[src/rtl/uart_rx_os_if.sv]
// Receiver-side bundle for uart_rx_os: serial line in, show-ahead word FIFO out.
// master = receiver, slave = line driver / word consumer.
interface uart_rx_os_if #(
   parameter int WIDTH      = 64,
   parameter int FIFO_DEPTH = 4
);
   logic                        rx_in;
   logic                        rx_ready;
   logic                        rx_valid;
   logic [WIDTH-2:0]            rx_data;
   logic                        parity_error;
   logic                        framing_error;
   logic                        overflow;
   logic [$clog2(FIFO_DEPTH):0] fifo_count;

   modport master (
      input  rx_in, rx_ready,
      output rx_valid, rx_data, parity_error, framing_error, overflow, fifo_count
   );

   modport slave (
      output rx_in, rx_ready,
      input  rx_valid, rx_data, parity_error, framing_error, overflow, fifo_count
   );
endinterface

[src/rtl/uart_rx_os.sv]
// Oversampling UART receiver (start 0, LSB-first WIDTH bits with odd parity MSB, stop 1)
// feeding a show-ahead output FIFO. Define UART_RX_MAJORITY_EN for 3-sample bit voting.
module uart_rx_os #(
   parameter int WIDTH      = 64,
   parameter int OVERSAMPLE = 4,
   parameter int FIFO_DEPTH = 4
) (
   input  logic         clk_rx,
   input  logic         reset,
   uart_rx_os_if.master bus
);
   localparam int M  = OVERSAMPLE / 2;
   localparam int CW = (OVERSAMPLE > 1) ? $clog2(OVERSAMPLE) : 1;
   localparam int BW = $clog2(WIDTH);
   localparam int AW = $clog2(FIFO_DEPTH);

   typedef enum logic [1:0] {IDLE, START, DATA, STOP} state_e;

   logic             rx_d1_q, rx_d2_q;
   state_e           state_q;
   logic [CW-1:0]    cnt_q;
   logic [BW-1:0]    bit_q;
   logic [WIDTH-1:0] frame_q;
   logic             ferr_q, ovf_q;
   logic [WIDTH-1:0] mem_q [FIFO_DEPTH];
   logic [AW-1:0]    wr_q, rd_q;
   logic [AW:0]      count_q, count_d;
   logic [WIDTH-1:0] head;
   logic             sample, decide, full, pop, push;

`ifdef UART_RX_MAJORITY_EN
   localparam bit VOTE = (OVERSAMPLE >= 4);
   localparam int DP   = VOTE ? M + 1 : M;
   localparam int MA   = (M > 0) ? M - 1 : 0;

   logic vote_a_q, vote_b_q;

   // The third vote is the live rx_d2 at the decision point M+1.
   always_ff @(posedge clk_rx) begin
      if (cnt_q == CW'(MA)) vote_a_q <= rx_d2_q;
      if (cnt_q == CW'(M))  vote_b_q <= rx_d2_q;
   end

   assign sample = VOTE ? ((vote_a_q & vote_b_q) | (vote_a_q & rx_d2_q) | (vote_b_q & rx_d2_q))
                        : rx_d2_q;
`else
   localparam int DP = M;
   assign sample = rx_d2_q;
`endif

   assign decide  = (cnt_q == CW'(DP));
   assign full    = (count_q == (AW+1)'(FIFO_DEPTH));
   assign pop     = (count_q != '0) && bus.rx_ready;
   // A pop in the same cycle frees the slot, so a full FIFO still takes the frame.
   assign push    = (state_q == STOP) && decide && sample && (!full || pop);
   assign count_d = count_q + (AW+1)'(push) - (AW+1)'(pop);

   always_ff @(posedge clk_rx) begin
      if (reset) begin
         rx_d1_q <= 1'b1;
         rx_d2_q <= 1'b1;
         state_q <= IDLE;
         cnt_q   <= '0;
         bit_q   <= '0;
         ferr_q  <= 1'b0;
         ovf_q   <= 1'b0;
      end else begin
         rx_d1_q <= bus.rx_in;
         rx_d2_q <= rx_d1_q;
         ferr_q  <= 1'b0;
         ovf_q   <= 1'b0;
         case (state_q)
            IDLE: begin
               if (!rx_d2_q) begin
                  bit_q <= '0;
                  if (OVERSAMPLE == 1) begin
                     state_q <= DATA;
                     cnt_q   <= '0;
                  end else begin
                     state_q <= START;
                     cnt_q   <= CW'(1);
                  end
               end
            end
            START: begin
               if (decide && sample) begin
                  state_q <= IDLE;
                  cnt_q   <= '0;
               end else if (cnt_q == CW'(OVERSAMPLE - 1)) begin
                  state_q <= DATA;
                  cnt_q   <= '0;
                  bit_q   <= '0;
               end else begin
                  cnt_q <= cnt_q + CW'(1);
               end
            end
            DATA: begin
               if (cnt_q == CW'(OVERSAMPLE - 1)) begin
                  cnt_q <= '0;
                  if (bit_q == BW'(WIDTH - 1)) state_q <= STOP;
                  else                         bit_q   <= bit_q + BW'(1);
               end else begin
                  cnt_q <= cnt_q + CW'(1);
               end
            end
            STOP: begin
               // Leave at the decision point so a zero-gap next start is caught.
               if (decide) begin
                  state_q <= IDLE;
                  cnt_q   <= '0;
                  if (!sample)         ferr_q <= 1'b1;
                  else if (full && !pop) ovf_q <= 1'b1;
               end else begin
                  cnt_q <= cnt_q + CW'(1);
               end
            end
            default: begin
               state_q <= IDLE;
               cnt_q   <= '0;
            end
         endcase
      end
   end

   always_ff @(posedge clk_rx) begin
      if (state_q == DATA && decide) frame_q[bit_q] <= sample;
   end

   always_ff @(posedge clk_rx) begin
      if (reset) begin
         wr_q    <= '0;
         rd_q    <= '0;
         count_q <= '0;
      end else begin
         if (push) wr_q <= wr_q + AW'(1);
         if (pop)  rd_q <= rd_q + AW'(1);
         count_q <= count_d;
      end
   end

   // Entry = {parity flag, payload}; flag set when the frame has even ones count.
   always_ff @(posedge clk_rx) begin
      if (push) mem_q[wr_q] <= {~^frame_q, frame_q[WIDTH-2:0]};
   end

   assign head              = mem_q[rd_q];
   assign bus.rx_valid      = (count_q != '0);
   assign bus.rx_data       = bus.rx_valid ? head[WIDTH-2:0] : '0;
   assign bus.parity_error  = bus.rx_valid & head[WIDTH-1];
   assign bus.framing_error = ferr_q;
   assign bus.overflow      = ovf_q;
   assign bus.fifo_count    = count_q;
endmodule

[src/flat_wrapper.sv]
// flat-port wrapper written by rule: the top's interface ports become plain ports
module uart_rx_os_flat 
#(
   parameter int WIDTH      = 64,
   parameter int OVERSAMPLE = 4,
   parameter int FIFO_DEPTH = 4
)
  (clk_rx, reset, bus_rx_in, bus_rx_ready, bus_rx_valid, bus_rx_data, bus_parity_error, bus_framing_error, bus_overflow, bus_fifo_count);
  uart_rx_os_if #(.WIDTH(WIDTH), .FIFO_DEPTH(FIFO_DEPTH)) bus_i ();
  input  logic clk_rx;
  input  logic reset;
  input wire logic [$bits(bus_i.rx_in)-1:0] bus_rx_in;
  input wire logic [$bits(bus_i.rx_ready)-1:0] bus_rx_ready;
  output wire logic [$bits(bus_i.rx_valid)-1:0] bus_rx_valid;
  output wire logic [$bits(bus_i.rx_data)-1:0] bus_rx_data;
  output wire logic [$bits(bus_i.parity_error)-1:0] bus_parity_error;
  output wire logic [$bits(bus_i.framing_error)-1:0] bus_framing_error;
  output wire logic [$bits(bus_i.overflow)-1:0] bus_overflow;
  output wire logic [$bits(bus_i.fifo_count)-1:0] bus_fifo_count;
  assign bus_i.rx_in = bus_rx_in;
  assign bus_i.rx_ready = bus_rx_ready;
  assign bus_rx_valid = bus_i.rx_valid;
  assign bus_rx_data = bus_i.rx_data;
  assign bus_parity_error = bus_i.parity_error;
  assign bus_framing_error = bus_i.framing_error;
  assign bus_overflow = bus_i.overflow;
  assign bus_fifo_count = bus_i.fifo_count;
  uart_rx_os #(.WIDTH(WIDTH), .OVERSAMPLE(OVERSAMPLE), .FIFO_DEPTH(FIFO_DEPTH)) u_core (.clk_rx(clk_rx), .reset(reset), .bus(bus_i));
endmodule
[config.mk]
export PLATFORM = sky130hd
export DESIGN_NAME = uart_rx_os_flat
export DESIGN_NICKNAME = d
export VERILOG_FILES = /design/src/rtl/uart_rx_os_if.sv /design/src/rtl/uart_rx_os.sv /design/src/flat_wrapper.sv
export SDC_FILE = /design/constraint.sdc
export NUM_CORES = 1
export LEC_CHECK = 0
export ABC_AREA = 1
export BUFFER_PORTS_ARGS = -buffer_cell sky130_fd_sc_hd__buf_2
export CORE_MARGIN = 2
export CORE_UTILIZATION = 42
export CTS_CLUSTER_DIAMETER = 30
export DETAILED_ROUTE_END_ITERATION = 16
export GPL_ROUTABILITY_DRIVEN = 0
export PLACE_DENSITY = 0.58
export RECOVER_POWER = 100
export SLEW_MARGIN = 20
export SYNTH_ARGS = -nofsm -noshare
export SYNTH_HDL_FRONTEND = slang
export SYNTH_SLANG_ARGS = --single-unit
export TNS_END_PERCENT = 10
[constraint.sdc]
create_clock -name clk_rx -period 12.35 [get_ports clk_rx]
set_clock_uncertainty 0.15 [all_clocks]
set_input_delay 2.47 -clock clk_rx [delete_from_list [all_inputs] [get_ports clk_rx]]
set_output_delay 2.47 -clock clk_rx [all_outputs]
set_load 0.01 [all_outputs]
-- Yosys cells after proc, flatten, opt, wreduce, memory -nomap -nowiden
Memory sizes are Yosys's and may differ from the RTL's. A register that Yosys moved wholly into a read port is not among the register bits.
Cells that the tools add are included.
- magnitude comparators: 2
- multiplexer cells: 27
- add/sub/neg operators: 6
- bitwise logic cells: 4
- eq/ne operators: 15
- reduce and logical (&&, ||, !) cells: 19
- operator list (kind ; number):
    64-bit bitwise mux ; 1
    64-bit XNOR reduction ; 1
    63-bit two-way mux ; 1
    6-bit two-way mux ; 5
    2-bit two-way mux ; 11
    6-bit case mux with 3 select lines ; 1
    2-bit case mux with 4 select lines ; 2
    2-bit == test, second input constant ; 4
    1-bit logical AND ; 8
    2-bit by 1-bit != test with 1-bit output, second input constant ; 4
    6-bit by 7-bit less-than comparator with 1-bit output, second input constant ; 1
    2-bit by 1-bit adder with 2-bit output, second input constant ; 3
    6-bit by 1-bit adder with 6-bit output, second input constant ; 1
    1-bit demux with 6-bit select ; 1
    6-bit == test, second input constant ; 1
    6-bit by 1-bit greater-or-equal comparator with 1-bit output, second input constant ; 1
    2-bit != test, second input constant ; 3
    6-bit AND reduction ; 1
    3-bit nonzero test ; 2
    1-bit two-way mux ; 5
    5-bit AND reduction ; 1
    4-bit OR reduction ; 1
    3-bit by 1-bit adder with 3-bit output ; 1
    3-bit == test, second input constant ; 1
    other kinds (9) ; 12
- output and inout bits: 70
- input port bits: 4
- memories kept: 1
- register bits after elaboration: 85
- bits in writable memories: 256
- word-level logic and storage cells: 85
- memory list (name ; depth ; bits a word ; rd ports ; clocked after Yosys merged registers in ; write ports ; RTL line ; text):
    u_core.mem_q ; 4 ; 64 ; 1 ; 1 ; 1 ; uart_rx_os.sv:25 ; logic [WIDTH-1:0] mem_q [FIFO_DEPTH];

-- Longest topological paths before layout
- depth in word-level cells: 6
- depth in mapped cells: 15
- depth with buffers taken out: 15

-- Worst setup path before layout
No wires, ideal clock.
- path kind: input port to flip-flop
- start point: input port bus_rx_ready
- end point: memory u_core.mem_q[0][0], enable pin
- arrival: 5.523 ns
- cell stages on the path: 4
- buffers on the path: 0
- library setup time: 0.487 ns
- setup slack: 6.191 ns
- data required time: 11.713 ns
- cell sequence: inv_1 nand4_1 nand3_1 nor2_1
- word-level cells in the longest chain between the ends: 5
- ends and longest elaborated chain (what ; RTL line ; text):
    from (decl) ; flat_wrapper.sv:13 ; input wire logic [$bits(bus_i.rx_ready)-1:0] bus_rx_ready;
    1-bit logical AND ; uart_rx_os.sv:53 ; assign pop = (count_q != '0) && bus.rx_ready;
    1-bit logical OR ; uart_rx_os.sv:55 ; assign push = (state_q == STOP) && decide && sample && (!full || pop);
    1-bit logical AND ; uart_rx_os.sv:55 ;
    1-bit two-way mux ; uart_rx_os.sv:143 ; if (push) mem_q[wr_q] <= {~^frame_q, frame_q[WIDTH-2:0]};
    1-bit two-way mux (not written as such) ; uart_rx_os.sv:143 ;
    to (decl) ; uart_rx_os.sv:25 ;
Every way passes these cells.

-- Worst setup path in the final report
- start point: register u_core.rx_d2_q
- end point: memory u_core.mem_q[3][46], enable pin
- word-level cells in the longest chain between the ends: 4
- ends and longest elaborated chain (what ; RTL line ; text):
    from (decl) ; uart_rx_os.sv:19 ; logic rx_d1_q, rx_d2_q;
    from (signal assigned) ; uart_rx_os.sv:69 ; rx_d2_q <= rx_d1_q;
    1-bit logical AND (2 in series) ; uart_rx_os.sv:55 ;
    1-bit two-way mux ; uart_rx_os.sv:143 ;
    1-bit two-way mux (not written as such) ; uart_rx_os.sv:143 ;
Every way passes these cells.

==> impl_metrics.toml <==
[worst_setup_path]
cp_top_family = "buffers and inverters"
cp.required_ns = 12.30
worstPathMaxFanout = 67
cp.buffers_inverters = 3
start_kind = "flop"
cpMostUsedCell = "clkbuf_1"
worstSetupPathType = "flop to flop"
rr_worst_depth = 6
cp.arrival_ns = 7.74
critical_path.endpoint_type = "flop"
crit_chain = "clkbuf_1 -> nand2_1 -> inv_1 -> nand3_1 -> nor2_1 -> clkbuf_1"
slowest_delay_ns = 2.08
rrSetupSlack_ns = 4.56
critPathSlowestCell = "clkbuf_1"
timing.rr.end = "u_core.mem_q[3][46]"
r2r-start = "u_core.rx_d2_q"

[timing]
timing.final.ws_setup_ns = 4.56
holdWs_ns = 0.254
fin_setup_tns_ns = 0
drv_slew = 387
rsz0062_at_grt = "no"
relSlewSlack = -1.93
hold_violations = 0
post-route-min-period_ns = 7.79
max_freq_mhz = 128
setup_viol = 0
tightestPinTransition_ns = 4.40
period_share = 0.631

[pwr]
power_density_nw_per_um2 = 212
p_leak_nw = 6.78
p_sw_frac = 0.279
pwr-share-clk = 0.496
intPower_mw = 2.75
power_frac_seq = 0.338
power.total_mw = 3.81
power_switching_mw = 1.06
ir_drop_mv = 0.283
power_frac_comb = 0.166

[worst_hold_path]
hold_class = "flop to flop"
hold_path_end = "u_core.rx_d2_q"
hold_depth = 1
hold_start = "u_core.rx_d1_q"

[floorplanning]
die_y_um = 193
die_w_um = 193
io_pins = 74
row_count = 69
fp.dieArea_um2 = 37200
coreArea_um2 = 35300
floorplan.initialDensity = 0.424

[global_routing]
grt_first_pass_wirelength_um = 53500
grt_use_met3 = 0.0386
grt_pass1_vias = 10052
antenna_found_initial = 0
met1_usage = 0.246
track_usage = 0.188
grt-ovfl-total = 0
gr-max-usage-layer = "met2"
grtUsageMet2 = 0.309
grt_max_degree = 111

[clock_tree]
tritoncts = "built"
worstSkewPairLatency_ns = 0.56
ctsResizeCount = 0
numCtsBuffers = 71
postCtsHoldBufs = 0
clk_pin_slew_ns = 0.04
clockRootBuffer = "clkbuf_16"
post_cts_buffers = 0
cts_sinks = 343
clockBufferDepth = 3
htree_levels = 3

[final_layout]
nNetsFinal = 1566
drive_above_1_share = 0.0879
finalInstanceArea_um2 = 17900
final_cells = 2066
fin_util = 0.508
diodes = 0
syn2layout_area_growth_pct = 19.9

[routing]
drtPass1Iterations = 5
drt_iter0_markers = 741
ant_nets = 0
drcViolationCount = 0
routedWlPerCell_um = 16.5
via_count = 10242
routed_wl_um = 34000
viasPerCell = 4.96

[flow_run]
cap_viol_max_count = 8

[run_status]
status = "finished, violations left"
violations = "max-capacitance violations, max-slew violations"

[yosys]
synth-edff-count = 320
synth_nets = 1460
yosysWarnings = 0
synth_cell_types = 37
synth_top_area_share = 0.642
ys_seq_elements = 343
async_flop_share = 0
synth_area_leaders = "edfxtp_1 64%, nor2_1 8.5%, nand2_1 7.8%"
ys_seq_area_frac = 0.673
postSynthAreaPerCell_um2 = 10.4
netlist_area_um2 = 15000
synthFlopType = "edfxtp_1"
syn_inst = 1444
synth_top_cell_by_area = "edfxtp_1"

[place]
pre_cts_ws_ns = 7.11
hpwlAfterDp_um = 18400
dpl_cell_area_um2 = 15800
port_buffers = 73
dp.cells = 1938
[layer usage]
metal,up-vias,share of wire
met3,64,0.054
met4,0,0.022
met5,-,0
met1,4878,0.45
li1,5060,-
met2,240,0.47
[area by class of cell]
| cell class | count | area [µm²] |
|---|---|---|
| fillers | 3079 | 17400 |
| well taps | 461 | 577 |
| multi-input cells | 944 | 4150 |
| flip-flops and latches | 343 | 10100 |
| clock inverters | 39 | 523 |
| repair buffers | 83 | 334 |
| clock buffers | 89 | 1890 |
| inverters | 107 | 404 |
[worst max path at each step]
| stage | start | end | slack, ns | depth (start not counted) |
|---|---|---|---|---|
| finish | u_core.rx_d2_q | u_core.mem_q[3][46] | 4.56 | 6 |
| global route | u_core.rx_d2_q | u_core.mem_q[3][40] | 3.63 | 6 |
| CTS | flop | bus_parity_error | 6.61 | 5 |
| detailed placement | bus_rx_ready | u_core.mem_q[2][60] | 7.11 | 6 |
| global placement | bus_rx_ready | u_core.mem_q[2][61] | 7.14 | 6 |
| floorplan | bus_rx_ready | u_core.mem_q[0][0] | 6.19 | 4 |
[synth_stat cells (7+ instances only)]
cell and number:
nor2_1 339, buf_1 12, buf_2 16, clkbuf_1 21
nand2_1 311, xnor2_1 10, o21ai_0 131, o21ai_1 7
ha_1 11, dfxtp_1 23, nand3_1 16, edfxtp_1 320
xor2_1 8, inv_2 7, inv_1 99, a21oi_1 71
[registers in the layout, summed over array words and instances, names as in the netlist, named ones only]
signal,flops
u_core.rx_d2_q,1
u_core.bit_q,6
u_core.bus.overflow,1
u_core.bus.fifo_count,3
u_core.rd_q,2
u_core.rx_d1_q,1
u_core.state_q,1
u_core.bus.framing_error,1
u_core.wr_q,2
u_core.cnt_q,2
u_core.mem_q,256
u_core.frame_q,64
[cells by family (layout without fill, tap and decap cells)]
group / Yosys count / in the layout / share of synthesized area
buf+inv: 157 / 318 / 0.0410
fa+ha+maj: 12 / 12 / 0.0105
xor+xnor: 18 / 18 / 0.0105
simple gates: 701 / 701 / 0.193
compound gates: 213 / 213 / 0.0720
flops: 343 / 343 / 0.673
[power groups by stage]
stage / logic (mW) / clock network [mW] / registers (mW)
final: 0.632 / 1.89 / 1.29
after global routing: 0.716 / 1.97 / 1.29
after CTS: 0.658 / 1.92 / 1.29
after detailed placement: 0.656 / 0 / 1.31
after global placement: 0.649 / 0 / 1.31
after floorplan: 0.402 / 0 / 1.30
[cells in the final DEF (no fill, tap or decap), drive strengths merged, types with 2 or more instances in the layout]
| cell type | instances |
|---|---|
| nor2 | 345 |
| edfxtp | 320 |
| nand2 | 317 |
| clkbuf | 165 |
| o21ai | 138 |
| inv | 111 |
| a21oi | 71 |
| dfxtp | 23 |
| nand3 | 20 |
| clkinv | 17 |
| ha | 11 |
| xnor2 | 10 |
| bufinv | 10 |
| nand4 | 9 |
| xor2 | 8 |
| clkinvlp | 8 |
| buf | 7 |
| nor3 | 3 |
| a211oi | 2 |
| nor4 | 2 |
| or2 | 2 |
No activity file was read; power rests on OpenSTA's default activity.
